### config.mk
export PLATFORM = sky130hd
export DESIGN_NAME = fixq_to_float
export DESIGN_NICKNAME = d
export VERILOG_FILES = /design/src/rtl/cordic_pkg.sv /design/src/rtl/fp_round_pack.sv /design/src/rtl/fixq_to_float.sv
export SDC_FILE = /design/constraint.sdc
export NUM_CORES = 1
export LEC_CHECK = 0
export CORE_MARGIN = 3
export CORE_UTILIZATION = 58
export DETAILED_ROUTE_END_ITERATION = 6
export HOLD_SLACK_MARGIN = 0.06
export PLACE_DENSITY = 0.86
export SLEW_MARGIN = 20
export SYNTH_ARGS = -nofsm -noshare
export SYNTH_HDL_FRONTEND = slang
export SYNTH_SLANG_ARGS = --single-unit
export TNS_END_PERCENT = 20
### constraint.sdc
create_clock -name clk -period 3.8 [get_ports clk]
set_clock_uncertainty 0.2 [all_clocks]
set_input_delay 0.38 -clock clk [delete_from_list [all_inputs] [get_ports clk]]
set_output_delay 0.38 -clock clk [all_outputs]
set_load 0.01 [all_outputs]
### src/rtl/cordic_pkg.sv
// Shared types and constants for the CORDIC result conversion path.
package cordic_pkg;

  typedef enum logic [1:0] {
    IDLE  = 2'd0,
    SHIFT = 2'd1,
    ROUND = 2'd2,
    DONE  = 2'd3
  } state_t;

  localparam int          BIAS    = 127;
  localparam int          MANT_W  = 23;
  localparam int          EXP_W   = 8;
  localparam logic [31:0] FP_ZERO = 32'h0000_0000;

endpackage

### src/rtl/fp_round_pack.sv
// Combinational round-to-nearest-even and IEEE-754 single packing of a
// normalised 32-bit significand (hidden one in bit 31).
module fp_round_pack
  import cordic_pkg::*;
(
  input  logic [31:0] i_shreg,
  input  logic [8:0]  i_exp,
  output logic [31:0] o_float
);

  logic [MANT_W-1:0] w_mant;
  logic              w_guard;
  logic              w_sticky;
  logic              w_rnd_up;
  logic [MANT_W:0]   w_mant_sum;
  logic [8:0]        w_exp_sum;
  logic              w_unused_exp_msb;

  // Round half to even, then fold a mantissa carry-out into the exponent;
  // on carry-out the low MANT_W bits of the sum are already zero.
  always_comb begin
    w_mant     = i_shreg[30:8];
    w_guard    = i_shreg[7];
    w_sticky   = |i_shreg[6:0];
    w_rnd_up   = w_guard & (w_sticky | w_mant[0]);
    w_mant_sum = {1'b0, w_mant} + {{MANT_W{1'b0}}, w_rnd_up};
    w_exp_sum  = i_exp + {8'd0, w_mant_sum[MANT_W]};
    o_float    = {1'b0, w_exp_sum[EXP_W-1:0], w_mant_sum[MANT_W-1:0]};
  end

  // Exponent never exceeds 8 bits for the supported operand range.
  assign w_unused_exp_msb = w_exp_sum[8];

endmodule

### src/rtl/fixq_to_float.sv
// Multi-cycle custom instruction: unsigned fixed-point (FRAC_BITS fraction
// bits) to IEEE-754 single. Normalises one bit per cycle, then rounds.
module fixq_to_float #(
  parameter int FRAC_BITS = 30,
  parameter int BIAS      = cordic_pkg::BIAS
) (
  input  logic        clk,
  input  logic        reset,
  input  logic        clk_en,
  input  logic        start,
  input  logic [31:0] dataa,
  output logic        done,
  output logic [31:0] result
);

  // Exponent of the value with the hidden one at bit 31 and no shifts yet.
  localparam logic [8:0] EXP_BASE = 9'(31 - FRAC_BITS + BIAS);

  cordic_pkg::state_t r_state;
  cordic_pkg::state_t w_state_nxt;
  logic [31:0]        r_shreg;
  logic [5:0]         r_lz;
  logic [31:0]        r_result;
  logic [8:0]         w_exp;
  logic [31:0]        w_packed;

  assign w_exp = EXP_BASE - {3'd0, r_lz};

  fp_round_pack u_round_pack (
    .i_shreg (r_shreg),
    .i_exp   (w_exp),
    .o_float (w_packed)
  );

  // Next-state logic: zero short-cuts to DONE, otherwise shift until bit 31 is set.
  always_comb begin
    w_state_nxt = r_state;
    case (r_state)
      cordic_pkg::IDLE: begin
        if (start) w_state_nxt = cordic_pkg::SHIFT;
      end
      cordic_pkg::SHIFT: begin
        if (r_shreg == 32'd0)  w_state_nxt = cordic_pkg::DONE;
        else if (r_shreg[31])  w_state_nxt = cordic_pkg::ROUND;
      end
      cordic_pkg::ROUND: w_state_nxt = cordic_pkg::DONE;
      cordic_pkg::DONE:  w_state_nxt = cordic_pkg::IDLE;
      default:           w_state_nxt = cordic_pkg::IDLE;
    endcase
  end

  // State register; clk_en freezes the whole block.
  always_ff @(posedge clk) begin
    if (reset)       r_state <= cordic_pkg::IDLE;
    else if (clk_en) r_state <= w_state_nxt;
  end

  // Operand capture, serial normalisation and result register.
  always_ff @(posedge clk) begin
    if (reset) begin
      r_shreg  <= 32'd0;
      r_lz     <= 6'd0;
      r_result <= cordic_pkg::FP_ZERO;
    end else if (clk_en) begin
      case (r_state)
        cordic_pkg::IDLE: begin
          if (start) begin
            r_shreg <= dataa;
            r_lz    <= 6'd0;
          end
        end
        cordic_pkg::SHIFT: begin
          if (r_shreg == 32'd0) begin
            r_result <= cordic_pkg::FP_ZERO;
          end else if (!r_shreg[31]) begin
            r_shreg <= {r_shreg[30:0], 1'b0};
            r_lz    <= r_lz + 6'd1;
          end
        end
        cordic_pkg::ROUND: r_result <= w_packed;
        default: ;
      endcase
    end
  end

  assign done   = (r_state == cordic_pkg::DONE);
  assign result = r_result;

endmodule
==> out/qor.yml <==
fmaxAchievable_ghz: 0.349
grt_pass1_wl_um: 17600
dr.first_iter.drc_count: 420
place_congestion: 0.931
clk_latency_ns: 0.36
die_y_um: 89.4
io_buffers: 67
crit_top_cell: "ha_1"
place_hpwl_um: 7370
dieArea_um2: 7990
slowest_delay_ns: 0.64
clock_tree.buffer_depth: 2
syn_to_final_growth_pct: 20.3
rows: 29
rsz0062_at_grt: "no"
cp_max_fo: 8
yosys_warnings: 0
post_cts_buffers: 0
cp_top_family: "simple AND/OR/NAND/NOR gates"
grt_overflow: 0
wire_per_inst_um: 16.8
cp-start-kind: "flop"
final_common_cell: "a21oi_1"
viasPerCell: 6.34
crit_start: "r_shreg[7]$_SDFFE_PP0P_"
syn_area_per_cell_um2: 7.65
via_count: 4089
insertedDiodeCount: 0
cts_htree_levels: 3
worstMarginPinSlew_ns: 0.910
ios: 69
p_leak_nw: 1.66
netlist_instances: 527
cts.clk_slew.worst_paths_ns: 0.08
ys_seq_area_frac: 0.353
grt_use_total: 0.280
ys_types: 51
cts_tree: "yes"
cp.required_ns: 3.89
wl_um: 10800
crit_chain: "nand4_1 > or4_1 > nor2_1 > nand2_1 > ha_1 > inv_1 > ha_1 > nor3b_1 > xnor2_1 > nand3_1 > a21oi_1"
final_cell_mix: "a21oi_1, dfxtp_1, clkdlybuf4s50_1"
period_share: 0.755
synthFlopType: "dfxtp_1"
cts_root_buf: "clkbuf_8"
maxSlewHeadroom: 0.393
hold_viol: 0
critical_path_class: "flop to flop"
grt_pass1_vias: 3687
min_path_type: "primary input to flop"
status: "completed"
worst-path-buf-inv: 1
drc: 0
start_util: 0.617
slew_violations: 0
worstPathArrival_ns: 2.96
maxCapViolations: 0
synth_seq_cells: 71
final_layout_size_suffix_gt1_frac: 0.0616
finalSetupTns_ns: 0
coreArea_um2: 6530
antenna_left: 0
synth_edf_count: 0
cts_resized: 0
synth-async-reset-ratio: 0
period_minus_slack_ns: 2.87
cpMaxStageDelayCell: "or4_1"
die_width_um: 89.4
report.final.setup_viol: 0
p_per_area_nw_per_um2: 397
holdCritStartpoint: "reset"
firstDrtPassIters: 5
timing.rr.start: "r_shreg[7]$_SDFFE_PP0P_"
grt_max_degree: 63
placedInstanceArea_um2: 4650
netlist_area_um2: 4030
worst_ir_drop_vdd_v: 0.000235
worstSetupEndpointType: "flop"
cts_inserted_buffers: 9
finalNetCount: 607
antenna_found_initial: 0
cts_sinks: 71
fin_area_um2: 4850
synth_nets: 571
ctsHoldBuffers: 0
==> sequential cells by signal, summed over array words and instances (netlist names) <==
signal,cells
r_state,2
result,31
r_lz,6
r_shreg,32
==> Yosys cell counts, types with 2 or more instances <==
master     n  area share
ha_1       8       0.025
buf_4      2      0.0037
o32ai_1    5       0.011
and4_1     3      0.0065
buf_2      5      0.0062
nand4_1    8       0.012
nor4b_1    2      0.0043
or3_1     34       0.053
nor4_1    10       0.016
xor2_1     5       0.011
buf_6      4       0.011
clkbuf_1  37       0.034
a21oi_1   93        0.12
nor4_2     4       0.012
or4_1      2      0.0037
nand3_1   30       0.037
o31a_1     5       0.011
o21a_1     2      0.0037
o211ai_1   7       0.013
nor3b_1    7       0.013
and3_1    24       0.037
buf_1      3      0.0028
nor3_1    12       0.015
nor2_1     8      0.0074
inv_1     15       0.014
a211oi_1   4      0.0074
and2_1     2      0.0031
nand2_1   47       0.044
xnor2_1   11       0.024
o21ai_0   37       0.046
dfxtp_1   71        0.35
==> metrics by stage <==
stage          power (mW)  utilization  cells  setup WS (ns)  hold WS [ns]
6_report             1.93        0.742    645          0.931         0.153
5_1_grt              2.01        0.742    645          0.684         0.175
4_1_cts              1.92        0.742    645          0.943         0.139
3_5_place_dp         1.31        0.712    629          0.939         0.244
3_3_place_gp         1.30        0.712    629           1.05         0.239
2_1_floorplan        1.18            -    527           1.22         0.262
==> power by group <==
part           total (mW)  internal (mW)  switching [mW]  leakage (nW)
Sequential          0.857          0.785          0.0715         0.575
Combinational       0.455          0.176           0.278         0.985
Clock               0.616          0.321           0.294        0.0997
Total                1.93           1.28           0.644          1.66
==> worst reg2reg max path: stages (launching register included) <==
cell and delay, ns:
dfxtp_1 0.47, nand4_1 0.23, or4_1 0.64, nor2_1 0.14, nand2_1 0.07, ha_1 0.20
inv_1 0.06, ha_1 0.19, nor3b_1 0.24, xnor2_1 0.15, nand3_1 0.09, a21oi_1 0.14
==> layout make-up <==
cell class,instances,area [um2]
clock buffer,11,141
clock inverter,5,56.3
fill,538,1680
inverter,16,60.1
multi-input combinational,388,2320
sequential,71,1420
tap,77,96.3
timing repair buffer,77,753
==> worst paths after layout <==
path | end | slack (ns) | cells past startpoint
worst min-delay path | r_shreg[0]$_SDFFE_PP0P_ | 0.15 | 2
worst min register to register | result[1]$_SDFFE_PP0P_ | 0.25 | 2
worst max-delay path | result[27]$_SDFFE_PP0P_ | 0.93 | 11
worst max register to register | result[27]$_SDFFE_PP0P_ | 0.93 | 11
==> layer usage <==
layer / track usage / share of wire / wire length (um)
met1: 0.390 / 0.45 / 4830
met2: 0.435 / 0.47 / 5050
met3: 0.0387 / 0.070 / 756
met4: 0.112 / 0.018 / 197
met5: 0 / 0 / 0
==> logic make-up after synthesis <==
group | synth area share
other | 0.000930
and+or+nand+nor | 0.271
buffers and inverters | 0.0745
DFF | 0.353
AOI/OAI and AO/OA | 0.241
xor gates and xnor gates | 0.0348
adders and majority gates | 0.0248
(Power assumes the default switching activity.)
